[config.mk]
export PLATFORM = sky130hd
export DESIGN_NAME = idma_frontend_arbiter
export DESIGN_NICKNAME = d
export VERILOG_FILES = /design/src/rtl/idma_frontend_arbiter.sv
export SDC_FILE = /design/constraint.sdc
export NUM_CORES = 1
export LEC_CHECK = 0
export BUFFER_PORTS_ARGS = -buffer_cell sky130_fd_sc_hd__clkbuf_2
export CORE_AREA = 2 2 81 83
export DETAILED_ROUTE_END_ITERATION = 7
export DIE_AREA = 0 0 83 85
export PLACE_DENSITY = 0.78
export REMOVE_ABC_BUFFERS = 1
export SLEW_MARGIN = 10
export SYNTH_ARGS = -nofsm -noshare
export SYNTH_HDL_FRONTEND = slang
export SYNTH_SLANG_ARGS = --single-unit
[constraint.sdc]
create_clock -name clk_i -period 3.5 [get_ports clk_i]
set_input_delay 0 -clock clk_i [delete_from_list [all_inputs] [get_ports clk_i]]
set_output_delay 0 -clock clk_i [all_outputs]
set_load 0.005 [all_outputs]
[src/rtl/idma_frontend_arbiter.sv]
// Round-robin arbiter that shares one iDMA midend/backend between NumPorts frontends.
// Latency: the request path is combinational (zero cycles); completions are routed back in the same cycle.
// Backpressure: a stalled grant stays locked until its handshake; new requests stop while the owner-ID FIFO is full.
//
// Optional feature: define IDMA_FRONTEND_ARBITER_PERF_EN to add per-port grant counters
// (perf_grants_o) and their synchronous clear input (perf_clear_i).
//
// Ports:
//   clk_i, rst_ni              clock, asynchronous active-low reset
//   burst_req_i/valid_i/ready_o per-frontend request channel
//   meta_o                      per-frontend metadata (backend_idle broadcast, trans_complete routed)
//   burst_req_o/valid_o/ready_i arbitrated request channel to the midend
//   meta_i                      metadata from the midend
//   busy_o                      frontend has at least one outstanding transfer

package idma_frontend_arbiter_pkg;
  typedef struct packed {
    logic backend_idle;
    logic trans_complete;
  } meta_default_t;
endpackage

module idma_frontend_arbiter #(
  parameter int unsigned NumPorts       = 4,
  parameter int unsigned MaxOutstanding = 8,
  parameter type         burst_req_t    = logic,
  parameter type         meta_t         = idma_frontend_arbiter_pkg::meta_default_t
) (
  input  logic                             clk_i,
  input  logic                             rst_ni,
`ifdef IDMA_FRONTEND_ARBITER_PERF_EN
  input  logic                             perf_clear_i,
  output logic [NumPorts-1:0][31:0]        perf_grants_o,
`endif
  input  burst_req_t [NumPorts-1:0]        burst_req_i,
  input  logic       [NumPorts-1:0]        valid_i,
  output logic       [NumPorts-1:0]        ready_o,
  output meta_t      [NumPorts-1:0]        meta_o,
  output burst_req_t                       burst_req_o,
  output logic                             valid_o,
  input  logic                             ready_i,
  input  meta_t                            meta_i,
  output logic       [NumPorts-1:0]        busy_o
);

  localparam int unsigned IdxW = $clog2(NumPorts);
  localparam int unsigned PtrW = $clog2(MaxOutstanding);
  localparam int unsigned CntW = $clog2(MaxOutstanding + 1);

  logic [IdxW-1:0] rr_q, lock_idx_q;
  logic            lock_q;
  logic [IdxW-1:0] fifo_q [MaxOutstanding];
  logic [PtrW-1:0] wr_ptr_q, rd_ptr_q;
  logic [CntW-1:0] occ_q;
  logic [CntW-1:0] out_q [NumPorts];

  logic [IdxW-1:0] grant, head;
  logic            found, fifo_full, push, pop;

  // Full is judged on registered occupancy so a same-cycle completion never
  // opens a combinational path from meta_i into ready/valid.
  assign fifo_full = (occ_q == CntW'(MaxOutstanding));
  assign head      = fifo_q[rd_ptr_q];
  assign push      = valid_o && ready_i;
  assign pop       = meta_i.trans_complete && (occ_q != '0);

  always_comb begin
    grant = rr_q;
    found = 1'b0;
    if (lock_q) begin
      grant = lock_idx_q;
    end else begin
      for (int unsigned k = 0; k < NumPorts; k++) begin
        if (!found && valid_i[(32'(rr_q) + k) % NumPorts]) begin
          grant = IdxW'((32'(rr_q) + k) % NumPorts);
          found = 1'b1;
        end
      end
    end
  end

  always_comb begin
    valid_o     = valid_i[grant] && !fifo_full;
    burst_req_o = valid_o ? burst_req_i[grant] : '0;
    ready_o     = '0;
    ready_o[grant] = valid_o && ready_i;
  end

  always_comb begin
    meta_o = '0;
    for (int unsigned i = 0; i < NumPorts; i++) begin
      meta_o[i].backend_idle   = meta_i.backend_idle;
      meta_o[i].trans_complete = pop && (head == IdxW'(i));
      busy_o[i]                = (out_q[i] != '0);
    end
  end

  always_ff @(posedge clk_i or negedge rst_ni) begin
    if (!rst_ni) begin
      rr_q       <= '0;
      lock_q     <= 1'b0;
      lock_idx_q <= '0;
      wr_ptr_q   <= '0;
      rd_ptr_q   <= '0;
      occ_q      <= '0;
      for (int unsigned e = 0; e < MaxOutstanding; e++) fifo_q[e] <= '0;
      for (int unsigned i = 0; i < NumPorts; i++) out_q[i] <= '0;
    end else begin
      // Lock survives a full FIFO because valid_o is low there: neither branch fires.
      if (push) begin
        lock_q <= 1'b0;
        rr_q   <= (grant == IdxW'(NumPorts - 1)) ? '0 : grant + 1'b1;
        fifo_q[wr_ptr_q] <= grant;
        wr_ptr_q <= wr_ptr_q + 1'b1;
      end else if (valid_o) begin
        lock_q     <= 1'b1;
        lock_idx_q <= grant;
      end
      if (pop) rd_ptr_q <= rd_ptr_q + 1'b1;
      occ_q <= occ_q + CntW'(push) - CntW'(pop);
      for (int unsigned i = 0; i < NumPorts; i++) begin
        out_q[i] <= out_q[i] + CntW'(push && (grant == IdxW'(i)))
                             - CntW'(pop && (head == IdxW'(i)));
      end
    end
  end

`ifdef IDMA_FRONTEND_ARBITER_PERF_EN
  logic [NumPorts-1:0][31:0] perf_q;
  assign perf_grants_o = perf_q;

  always_ff @(posedge clk_i or negedge rst_ni) begin
    if (!rst_ni) begin
      perf_q <= '0;
    end else begin
      for (int unsigned i = 0; i < NumPorts; i++) begin
        if (perf_clear_i)                         perf_q[i] <= '0;
        else if (push && (grant == IdxW'(i)))     perf_q[i] <= perf_q[i] + 32'd1;
      end
    end
  end
`endif

`ifndef SYNTHESIS
  // A completion with nothing outstanding is dropped; flag it as a protocol slip.
  always @(posedge clk_i) begin
    if (rst_ni && meta_i.trans_complete)
      assert (occ_q != '0) else $warning("trans_complete seen with no outstanding request");
  end
`endif

endmodule

## Yosys cells after proc, flatten, opt, wreduce, memory -nomap -nowiden

Cells that the tools add are included.

| storage, ports and cells | value |
|---|---|
| output and inout port bits | 18 |
| logic and storage cells | 117 |
| bits of input ports | 13 |
| bits in registers | 47 |

| operators by class | value |
|---|---|
| equal/unequal tests | 7 |
| reductions and logical operators | 29 |
| multiplexer cells | 34 |
| add/sub/neg operators | 16 |
| bitwise logic cells | 4 |
| $lt $le $gt $ge | 9 |

Operator list:

| kind | count |
|---|---|
| $add A4 B1 Y4 | 5 |
| $reduce_bool A4 Y1 | 5 |
| $sub A4 B1 Y4 | 5 |
| $bwmux W16 | 1 |
| $logic_and A1 B1 Y1 | 16 |
| $mux W1 | 16 |
| $mux W2 | 8 |
| $lt A2 B3 Y1 const B | 5 |
| $bmux W1 S2 | 6 |
| $eq A2 B2 Y1 const B | 4 |
| $ge A4 B4 Y1 const B | 2 |
| $not A3 Y4 | 2 |
| $add A3 B1 Y3 const B | 2 |
| $bmux W2 S3 | 1 |
| $demux W2 S3 | 1 |
| $add A2 B1 Y2 const B | 2 |
| $add A2 B2 Y2 const B | 2 |
| $and A4 B4 Y4 | 1 |
| $eq A2 B1 Y1 const B | 2 |
| $eq A4 B4 Y1 const B | 1 |
| $logic_not A1 Y1 | 4 |
| $logic_not A2 Y1 | 2 |
| $lt A4 B1 Y1 const B | 1 |
| $demux W1 S2 | 1 |
| 4 further kinds | 4 |

## Logic depth before layout (Yosys ltp)

Gate-level depths: netlist of run 1.

| logic depth | value |
|---|---|
| word-level depth | 23 |
| mapped depth | 17 |
| mapped depth without buffers | 13 |

## Worst setup path before layout of run 1

OpenSTA, ideal clock, no wires.

| timing path | value |
|---|---|
| kind | register to register |
| start | register rr_q[1] |
| end | register out_q[2] (netlist bit) |
| buffers on the path | 3 |
| arrival time | 3.058 ns |
| period minus slack after synthesis | 3.181 ns |
| cell stages (with the launch flop) | 16 |
| setup time | 0.123 ns |
| required time | 3.377 ns |
| setup slack | 0.319 ns |
| cells stage by stage | dfrtp_1 > buf_6 > mux2_4 > a221oi_4 > or2b_1 > a32o_2 > mux2i_1 > buf_6 > nor2_1 > buf_2 > nand2_1 > ha_1 > inv_1 > ha_1 > fa_1 > xor2_1 |

| on the way | value |
|---|---|
| longest elaborated chain between the ends | 23 |
| elaborated cells between the ends (all ways) | 35 |
| those cells by class | add/sub: 5; eq/ne: 1; mux: 20; reduce/logical: 9 |

RTL lines:

| element | line | text |
|---|---|---|
| start, declared | 50 | `logic [IdxW-1:0] rr_q, lock_idx_q;` |
| start signal, assigned | 112 | `rr_q <= (grant == IdxW'(NumPorts - 1)) ? '0 : grant + 1'b1;` |
| $bmux W1 S2 | 74 | `if (!found && valid_i[(32'(rr_q) + k) % NumPorts]) begin` |
| $mux W1 (not written as such) | 74 |  |
| $mux W1 | 74 |  |
| $mux W1 | 70 | `if (lock_q) begin` |
| $logic_not A1 Y1 | 74 |  |
| $logic_and A1 B1 Y1 | 74 |  |
| $mux W1 | 74 |  |
| $mux W1 | 70 |  |
| [7 not listed] | - |  |
| $mux W2 * | 70 |  |
| $bmux W1 S2 | 83 | `valid_o = valid_i[grant] && !fifo_full;` |
| $mux W1 (not written as such) | 83 |  |
| $logic_and A1 B1 Y1 | 83 |  |
| $logic_and A1 B1 Y1 | 64 | `assign push = valid_o && ready_i;` |
| $logic_and A1 B1 Y1 * | 122 | `out_q[i] <= out_q[i] + CntW'(push && (grant == IdxW'(i)))` |
| $add A4 B1 Y4 * | 122 |  |
| $sub A4 B1 Y4 * | 123 | `- CntW'(pop && (head == IdxW'(i)));` |
| end signal, assigned by index | 122 |  |
| end, declared | 55 | `logic [CntW-1:0] out_q [NumPorts];` |

Every way passes the cells marked *; elsewhere a longest branch is shown, timed or not. The select of a mux whose other input is x is not followed.
A chain may end at the register's enable or synchronous reset.

## Worst setup path after layout of run 1

| timing path | value |
|---|---|
| start | register rr_q[1] |
| end | register out_q[14] (netlist bit) |

Same word-level chain as after synthesis.

==> results.json, run 1 <==
{
  "cts-root-buf": "clkbuf_8",
  "die_area_um2": 7060,
  "yosys-top-cells-area": "dfrtp_1, ha_1, mux2_2, inv_1, fa_1",
  "clk_path_buf_depth": 2,
  "fmax_ghz": 0.323,
  "layout_commonest_cell": "dfrtp_1",
  "slew_headroom_pct": 59.6,
  "cts_setup_buffers": 0,
  "min_from": "meta_i[1]",
  "gp_congestion": 0.773,
  "fin_crit_ns": 3.10,
  "wl_mm": 5.19,
  "dieWidth_um": 83,
  "hold_slack_ns": 0.0000345,
  "maxCapViolCount": 0,
  "finalHoldViolCount": 0,
  "numClockSinks": 47,
  "synth-edff-count": 0,
  "synthCells": 275,
  "pin_count": 31,
  "cts_tree": "yes",
  "final_antenna_net_count": 0,
  "async_flop_share_pct": 100,
  "h-tree-depth": 2,
  "worstPathRequired_ns": 3.73,
  "yosysTopAreaCellShare_pct": 39.5,
  "diodes": 0,
  "arrival_ns": 3.33,
  "multi_input_comb_area_um2": 1580,
  "yosysUniqueCellTypes": 41,
  "grt_pass1_wl_mm": 9.23,
  "vias": 1948,
  "critPathKind": "register to register",
  "drive_above_1_share_pct": 23.3,
  "grt_pass1_vias": 2030,
  "run_status": "completed",
  "worst_pin_slew_ns": 0.606,
  "drc": 0,
  "grt_max_degree": 48,
  "yosysTopAreaCell": "dfrtp_1",
  "yosys_most_used_dff": "dfrtp_1",
  "drv_slew": 0,
  "nets": 351,
  "synth_area_um2": 2980,
  "antenna_found_initial": 0,
  "clk_pin_slew_ns": 0.09,
  "rrSetupSlack_ns": 0.40,
  "place_area_um2": 3160,
  "drtIter0Drc": 148,
  "irDropWorstVdd_uv": 450,
  "rsz0062_at_grt": "no",
  "final_area_um2": 3280,
  "startpoint_type": "register",
  "vias_per_cell": 5.15,
  "wl_per_cell_um": 13.7,
  "pwr_density_cell_nw_per_um2": 996,
  "hold_path.class": "input pin to primary output",
  "ys.warnings.count": 0,
  "clkLatencyLatePin_ns": 0.30,
  "cts_buffers": 5,
  "grt_usage_pct": 16.2,
  "dp_hpwl_mm": 4.00,
  "syn_to_final_growth_pct": 10.1,
  "fillers": 544,
  "skew_ns": 0.00852,
  "seqCellArea_um2": 1180,
  "leakage_nw": 1.65,
  "synth-seq-area-share_pct": 39.5,
  "core_area_um2": 6200,
  "drtPass1Iterations": 4,
  "io_buffers": 25,
  "grt_overflow": 0,
  "rows": 29,
  "period_share_pct": 88.5,
  "synth-seq-cells": 47,
  "initial_core_util_pct": 48.0,
  "syn_avg_cell_area_um2": 10.8,
  "finalSetupViolCount": 0,
  "r2r_start": "rr_q[1]$_DFFE_PN0P_",
  "startpoint": "rr_q[1]$_DFFE_PN0P_",
  "most-common-layout-cells": "dfrtp_1, inv_1, ha_1",
  "chipHeight_um": 85,
  "finalSetupTns_ns": 0,
  "worstPathMaxFanout": 10,
  "critPathCaptureType": "register"
}
[worst paths after layout]
| check | to | depth (start not counted) |
|---|---|---|
| max in group asynchronous | fifo_q[10]$_DFFE_PN0P_ | 3 |
| min in group asynchronous | occ_q[2]$_DFF_PN0_ | 3 |
| worst max register to register | out_q[14]$_DFF_PN0_ | 13 |
| worst max-delay path | out_q[14]$_DFF_PN0_ | 13 |
| worst min register to register | fifo_q[12]$_DFFE_PN0P_ | 1 |
| worst min-delay path | meta_o[1] | 0 |
[stage by stage]
step / utilization, % / power (mW) / setup WS, ns / cells
finish: 52.9 / 3.27 / 0.401 / 378
global route: 52.9 / 3.62 / 0.149 / 378
CTS: 52.8 / 3.31 / 0.276 / 378
detailed placement: 51.0 / 2.91 / 0.291 / 370
global placement: 51.0 / 2.80 / 0.398 / 370
floorplan: - / 2.39 / 0.184 / 263
[kinds of logic after synthesis]
group           synth area share (%)
mux                             14.5
buf+inv                         7.51
simple gates                    11.3
compound gates                  6.30
flops                           39.5
xor+xnor                        4.11
fa+ha+maj                       16.8
[report_power, final]
part | internal (mW) | switching, mW | total (mW)
registers | 0.841 | 0.221 | 1.06
clock network | 0.209 | 0.185 | 0.394
logic | 0.905 | 0.906 | 1.81
total | 1.96 | 1.31 | 3.27
[flip-flops by register name (all words and copies together) (netlist names)]
signal      count
occ_q           4
wr_ptr_q        3
lock_q          1
lock_idx_q      2
out_q          16
rd_ptr_q        3
rr_q            2
fifo_q         16
[metal layers]
layer	vias to the layer above	track usage [%]	routed length, um	share of wire [%]
met4	0	4.47	61	1.2
met5	-	0	0	0
met1	940	20.4	2380	46
met3	6	3.70	179	3.5
met2	32	28.4	2560	49
li1	970	-	-	-
[critical path, cell delays in order (launching register included)]
cell      delay, ns
dfrtp_1        0.49
mux2_4         0.34
a221oi_4       0.27
or2b_1         0.15
a32o_2         0.12
mux2i_1        0.10
nor2_2         0.32
nand2_1        0.11
ha_1           0.29
inv_1          0.05
ha_1           0.16
inv_1          0.06
fa_1           0.39
xnor2_1        0.18
[timing repair]
item,4_1_cts,5_1_grt
hold buffers,1,0
gates resized for setup,0,1
hold endpoints to repair,47,0
setup endpoints to repair,0,1
[area by class of cell]
class,count,share of cell area (%)
tap,77,2.94
sequential,47,35.9
clock inverter,2,1.14
multi-input combinational,177,48.2
inverter,39,4.46
clock buffer,5,2.10
timing repair buffer,31,5.26
[cell usage after synthesis (2+ instances only)]
| library cell | n |
|---|---|
| and2_1 | 6 |
| inv_1 | 39 |
| dfrtp_1 | 47 |
| nand4b_1 | 2 |
| nor4b_1 | 2 |
| nor2b_1 | 4 |
| nor2_1 | 18 |
| nand3_1 | 5 |
| a21oi_1 | 9 |
| xnor2_1 | 4 |
| o21ai_0 | 4 |
| nand2_1 | 18 |
| clkbuf_1 | 4 |
| ha_1 | 32 |
| fa_1 | 5 |
| buf_4 | 4 |
| mux2i_1 | 5 |
| nand2b_1 | 3 |
| mux4_2 | 4 |
| mux2_4 | 3 |
| nor3b_1 | 2 |
| mux2_2 | 22 |
| buf_6 | 2 |
| xor2_1 | 10 |
| a21o_1 | 5 |
(Power assumes the default switching activity.)
==> run 2, diff against run 1 <==
- BUFFER_PORTS_ARGS: -buffer_cell sky130_fd_sc_hd__clkbuf_2 -> default
- CTS_BUF_LIST: default -> sky130_fd_sc_hd__clkbuf_2 sky130_fd_sc_hd__clkbuf_4 sky130_fd_sc_hd__clkbuf_8
- DONT_BUFFER_PORTS: default -> 1
- GPL_TIMING_DRIVEN: default -> 1
- PLACE_DENSITY: 0.78 -> 0.73
==> results.json, run 2 (synthesis results as in run 1) <==
{
  "initial_core_util_pct": 48.0,
  "wl_met1_mm": 2.51,
  "worstPathRequired_ns": 3.70,
  "vias": 1897,
  "skew_ns": 0.00496,
  "finalSetupTns_ns": 0,
  "startpoint_type": "register",
  "grt_pass1_vias": 1953,
  "vias_per_cell": 5.34,
  "dp_hpwl_mm": 4.08,
  "layout_commonest_cell": "dfrtp_1",
  "critPathCaptureType": "register",
  "grt_overflow": 0,
  "grt_usage_pct": 16.3,
  "hold_depth": 0,
  "worstPathMaxFanout": 6,
  "cts-root-buf": "clkbuf_8",
  "wl_per_cell_um": 15.0,
  "reg2regPathDepth": 10,
  "hold_slack_ns": 0.0000345,
  "wl_mm": 5.32,
  "antenna_found_initial": 0,
  "place_ws_ns": 0.279,
  "leakage_nw": 1.56,
  "maxCapViolCount": 0,
  "wl_met2_mm": 2.50,
  "io_buffers": 0,
  "reg_top3": "fifo_q: 16 flops, out_q: 16 flops, occ_q: 4 flops",
  "clk_path_buf_depth": 2,
  "dieWidth_um": 83,
  "syn_to_final_growth_pct": 6.80,
  "numClockSinks": 47,
  "run_status": "completed",
  "irDropWorstVdd_uv": 400,
  "finalHoldViolCount": 0,
  "rsz0062_at_grt": "no",
  "wl_met3_um": 198,
  "final_antenna_net_count": 0,
  "drc": 0,
  "drive_above_1_share_pct": 16.5,
  "slew_headroom_pct": 45.2,
  "startpoint": "rd_ptr_q[0]$_DFFE_PN0P_",
  "period_share_pct": 89.3,
  "pwr_density_cell_nw_per_um2": 1000,
  "path_cells": "mux4_2 -> mux2_2 -> a211o_1 -> nor2_1 -> ha_1 -> inv_1 -> ha_1 -> inv_1 -> fa_1 -> xnor2_1",
  "drtPass1Iterations": 5,
  "core_area_um2": 6200,
  "grt_max_degree": 48,
  "rrSetupSlack_ns": 0.38,
  "critPathSlowestCell": "mux4_2",
  "rows": 29,
  "cts_setup_buffers": 0,
  "fin_crit_ns": 3.12,
  "max_stage_delay_ns": 0.56,
  "gp_congestion": 0.818,
  "worst_slack_ns": 0.376,
  "diodes": 0,
  "min_from": "meta_i[1]",
  "critPathKind": "register to register",
  "cts_buffers": 5,
  "worst_pin_slew_ns": 0.801,
  "clkLatencyLatePin_ns": 0.31,
  "chipHeight_um": 85,
  "path_depth": 10,
  "fmax_ghz": 0.320,
  "r2r_start": "rd_ptr_q[0]$_DFFE_PN0P_",
  "die_area_um2": 7060,
  "clk_pin_slew_ns": 0.09,
  "cts_tree": "yes",
  "fillers": 541,
  "path_buf_inv": 2,
  "drv_slew": 0,
  "timing.rr.end": "out_q[14]$_DFF_PN0_",
  "place_area_um2": 3030,
  "nets": 327,
  "finalSetupViolCount": 0,
  "grt_pass1_wl_mm": 9.20,
  "final_area_um2": 3180,
  "pin_count": 31,
  "hold_path.class": "input pin to primary output",
  "arrival_ns": 3.33,
  "drtIter0Drc": 152,
  "most-common-layout-cells": "dfrtp_1, inv_1, ha_1",
  "top_layer": "met4",
  "h-tree-depth": 2,
  "cp_top_family": "multiplexers",
  "holdPathEnd": "meta_o[1]"
}
-- run 2: cell types whose count changed in the layout (fill, tap and decap cells not counted), sizes merged --
cell         change
dlygate4sd3      +1
clkbuf          -23
bufinv           -1
-- run 2: routing by layer --
layer / vias up / global-route usage (%)
met4: 0 / 5.96
met2: 34 / 26.1
met1: 939 / 21.7
met3: 9 / 4.09
met5: - / 0
li1: 915 / -
-- run 2: where the power goes --
group | total (mW) | leakage, nW | switching, mW | internal [mW]
combinational | 1.76 | 0.942 | 0.899 | 0.862
clock | 0.368 | 0.0505 | 0.188 | 0.180
sequential | 1.06 | 0.567 | 0.220 | 0.842
total | 3.19 | 1.56 | 1.31 | 1.88
-- run 2: worst max-delay path by stage --
stage / to / slack [ns]
floorplan: out_q[14]$_DFF_PN0_ / 0.18
finish: out_q[14]$_DFF_PN0_ / 0.38
global placement: out_q[2]$_DFF_PN0_ / 0.35
detailed placement: out_q[5]$_DFF_PN0_ / 0.28
CTS: out_q[2]$_DFF_PN0_ / 0.21
global route: out_q[6]$_DFF_PN0_ / 0.16
-- run 2: final cells by class --
cell class / count / area (um^2) / share of cell area (%)
timing repair buffer: 7 / 77.6 / 2.44
clock buffer: 7 / 96.3 / 3.03
tap: 77 / 96.3 / 3.03
clock inverter: 1 / 7.51 / 0.236
sequential: 47 / 1180 / 36.9
multi-input combinational: 177 / 1580 / 49.7
inverter: 39 / 146 / 4.60
-- run 2: worst reg2reg max path: stages, from the launching register on --
cell and delay [ns]:
dfrtp_1 0.54, mux4_2 0.56, mux2_2 0.29, a211o_1 0.30
nor2_1 0.26, ha_1 0.29, inv_1 0.06, ha_1 0.16
inv_1 0.05, fa_1 0.38, xnor2_1 0.14
-- run 2: through the flow --
| step | total power [mW] | utilization [%] | instances |
|---|---|---|---|
| 5_1_grt | 3.52 | 51.3 | 355 |
| 6_report | 3.19 | 51.3 | 355 |
| 2_1_floorplan | 2.39 | - | 263 |
| 3_3_place_gp | 2.73 | 48.8 | 344 |
| 4_1_cts | 3.23 | 51.3 | 355 |
| 3_5_place_dp | 2.83 | 48.8 | 344 |
-- run 2: timing repair --
item | CTS | global route
gates resized for setup | 0 | 1
hold endpoints to repair | 49 | 0
setup endpoints to repair | 0 | 4
hold buffers | 3 | 0
==> run 3, diff against run 2 <==
- PLACE_DENSITY: 0.73 -> 0.76
- clock period: 3.5 -> 2.5 ns (I/O delays scaled with it)
==> results.json, run 3 (synthesis results as in run 1) <==
{
  "run_status": "finished, violations left",
  "violations": "setup timing",
  "grt_max_degree": 48,
  "pin_count": 31,
  "syn_to_final_growth_pct": 26.7,
  "gp_congestion": 0.876,
  "worstPathRequired_ns": 2.71,
  "most-common-layout-cells": "dfrtp_1, buf_4, inv_1",
  "grt_usage_pct": 19.2,
  "diodes": 0,
  "power_frac_clock_pct": 9.7,
  "antenna_found_initial": 0,
  "finalHoldViolCount": 0,
  "worst_slack_ns": -0.416,
  "leakage_nw": 1.78,
  "pwr_density_cell_nw_per_um2": 1520,
  "hold_path.class": "input pin to primary output",
  "grt_pass1_vias": 2242,
  "drc": 0,
  "chipHeight_um": 85,
  "cts_buffers": 5,
  "irDropWorstVdd_uv": 781,
  "clk_path_buf_depth": 2,
  "critPathKind": "register to register",
  "nets": 366,
  "p_comb_share_pct": 64.4,
  "holdPathEnd": "meta_o[1]",
  "arrival_ns": 3.12,
  "h-tree-depth": 2,
  "wl_per_cell_um": 16.3,
  "vias": 2107,
  "grt_overflow": 0,
  "io_buffers": 0,
  "reg_top3": "fifo_q: 16 flops, out_q: 16 flops, occ_q: 4 flops",
  "min_from": "meta_i[1]",
  "grtUsageMet3_pct": 3.89,
  "final_antenna_net_count": 0,
  "place_area_um2": 3240,
  "numClockSinks": 47,
  "worstPathMaxFanout": 5,
  "worst_pin_slew_ns": 0.417,
  "internal_power_mw": 3.43,
  "busiest_layer": "met2",
  "drtIter0Drc": 102,
  "hold_depth": 0,
  "reg2regPathDepth": 13,
  "vias_per_cell": 5.36,
  "startpoint_type": "register",
  "fmax_ghz": 0.343,
  "cts_tree": "yes",
  "layout_commonest_cell": "dfrtp_1",
  "fin_crit_ns": 2.92,
  "finalCoreUtilization_pct": 60.9,
  "grt_pass1_wl_mm": 10.9,
  "timing.rr.end": "occ_q[1]$_DFF_PN0_",
  "initial_core_util_pct": 48.0,
  "maxCapViolCount": 0,
  "rrSetupSlack_ns": -0.42,
  "finalSetupViolCount": 26,
  "rsz0062_at_grt": "yes",
  "clkLatencyLatePin_ns": 0.30,
  "critPathCaptureType": "register",
  "period_share_pct": 117,
  "dieWidth_um": 83,
  "grt.met2_usage_pct": 33.2,
  "p_seq_share_pct": 25.8,
  "drtPass1Iterations": 4,
  "final_area_um2": 3780,
  "die_area_um2": 7060,
  "fillers": 483,
  "dp_hpwl_mm": 4.34,
  "rows": 29,
  "skew_ns": 0.00686,
  "drv_slew": 0,
  "gr-usage-met1_pct": 25.4,
  "wl_mm": 6.41,
  "slew_headroom_pct": 71.8,
  "power.switching_mw": 2.30,
  "cts-root-buf": "clkbuf_8",
  "p_sw_share_pct": 40.2,
  "r2r_start": "rr_q[1]$_DFFE_PN0P_",
  "clk_pin_slew_ns": 0.09,
  "core_area_um2": 6200,
  "drive_above_1_share_pct": 40.8
}
## run 3: changes by cell type in the layout (fill, tap and decap cells not counted), sizes merged
cell / delta
nor2: +1
bufinv: +1
clkinvlp: -1
buf: +38
clkbuf: -1
## run 3: per-layer routing
layer  wire (um)  vias to the layer above
met5           0                        -
met4          38                        0
met2        3290                       38
met1        2810                     1065
met3         272                        6
li1            -                      998
## run 3: critical path, stage by stage (launching register included)
cell and delay, ns:
dfrtp_1 0.41, mux2_4 0.32, a221oi_4 0.29, nand2_1 0.09
a32o_2 0.28, mux2i_4 0.18, nor2_4 0.08, inv_1 0.07
ha_2 0.26, inv_1 0.06, ha_2 0.16, inv_1 0.05
fa_2 0.52, inv_1 0.04
## run 3: final cells by class
| type | instances | area [um^2] | area share, % |
|---|---|---|---|
| Multi-Input combinational cell | 178 | 1870 | 49.4 |
| Sequential cell | 47 | 1180 | 31.1 |
| Timing Repair Buffer | 45 | 385 | 10.2 |
| Inverter | 39 | 146 | 3.88 |
| Tap cell | 77 | 96.3 | 2.55 |
| Clock buffer | 6 | 76.3 | 2.02 |
| Clock inverter | 1 | 30.0 | 0.795 |
## run 3: repair_timing
| action | in CTS | in global routing |
|---|---|---|
| setup endpoints to repair | 27 | 45 |
| resized for setup | 51 | 17 |
| hold endpoints to repair | 49 | 0 |
| hold buffers | 3 | 0 |
| pin swaps | 27 | 20 |
| cloned | 1 | 0 |
| setup buffers | 10 | 3 |
## run 3: how the worst max path moves through the flow
stage                   startpoint                   to  slack [ns]  cells past startpoint
3_5_place_dp   rr_q[1]$_DFFE_PN0P_   out_q[5]$_DFF_PN0_       -0.50                     14
4_1_cts        rr_q[1]$_DFFE_PN0P_  out_q[13]$_DFF_PN0_       -0.39                     13
6_report       rr_q[1]$_DFFE_PN0P_   occ_q[1]$_DFF_PN0_       -0.42                     13
2_1_floorplan  rr_q[1]$_DFFE_PN0P_  out_q[14]$_DFF_PN0_       -0.82                     13
5_1_grt        rr_q[1]$_DFFE_PN0P_   occ_q[1]$_DFF_PN0_       -0.52                     13
3_3_place_gp   rr_q[1]$_DFFE_PN0P_  out_q[14]$_DFF_PN0_       -0.41                     14
## run 3: metrics by stage
stage          power [mW]  setup TNS (ns)  setup slack (ns)  hold slack [ns]  instances
2_1_floorplan        3.34          -13.33            -0.816           -0.296        263
3_3_place_gp         4.15           -5.30            -0.406           -0.293        372
3_5_place_dp         4.30           -6.87            -0.501           -0.294        372
4_1_cts              5.49           -6.14            -0.391        0.0000917        390
5_1_grt              6.27           -9.78            -0.525        0.0000850        393
6_report             5.73           -5.74            -0.416        0.0000345        393
## run 3: power groups by stage
stage	Combinational (mW)	Clock [mW]	Sequential, mW
2_1_floorplan	1.93	0	1.42
3_3_place_gp	2.69	0	1.46
3_5_place_dp	2.83	0	1.48
4_1_cts	3.45	0.570	1.47
5_1_grt	4.13	0.602	1.53
6_report	3.69	0.558	1.48
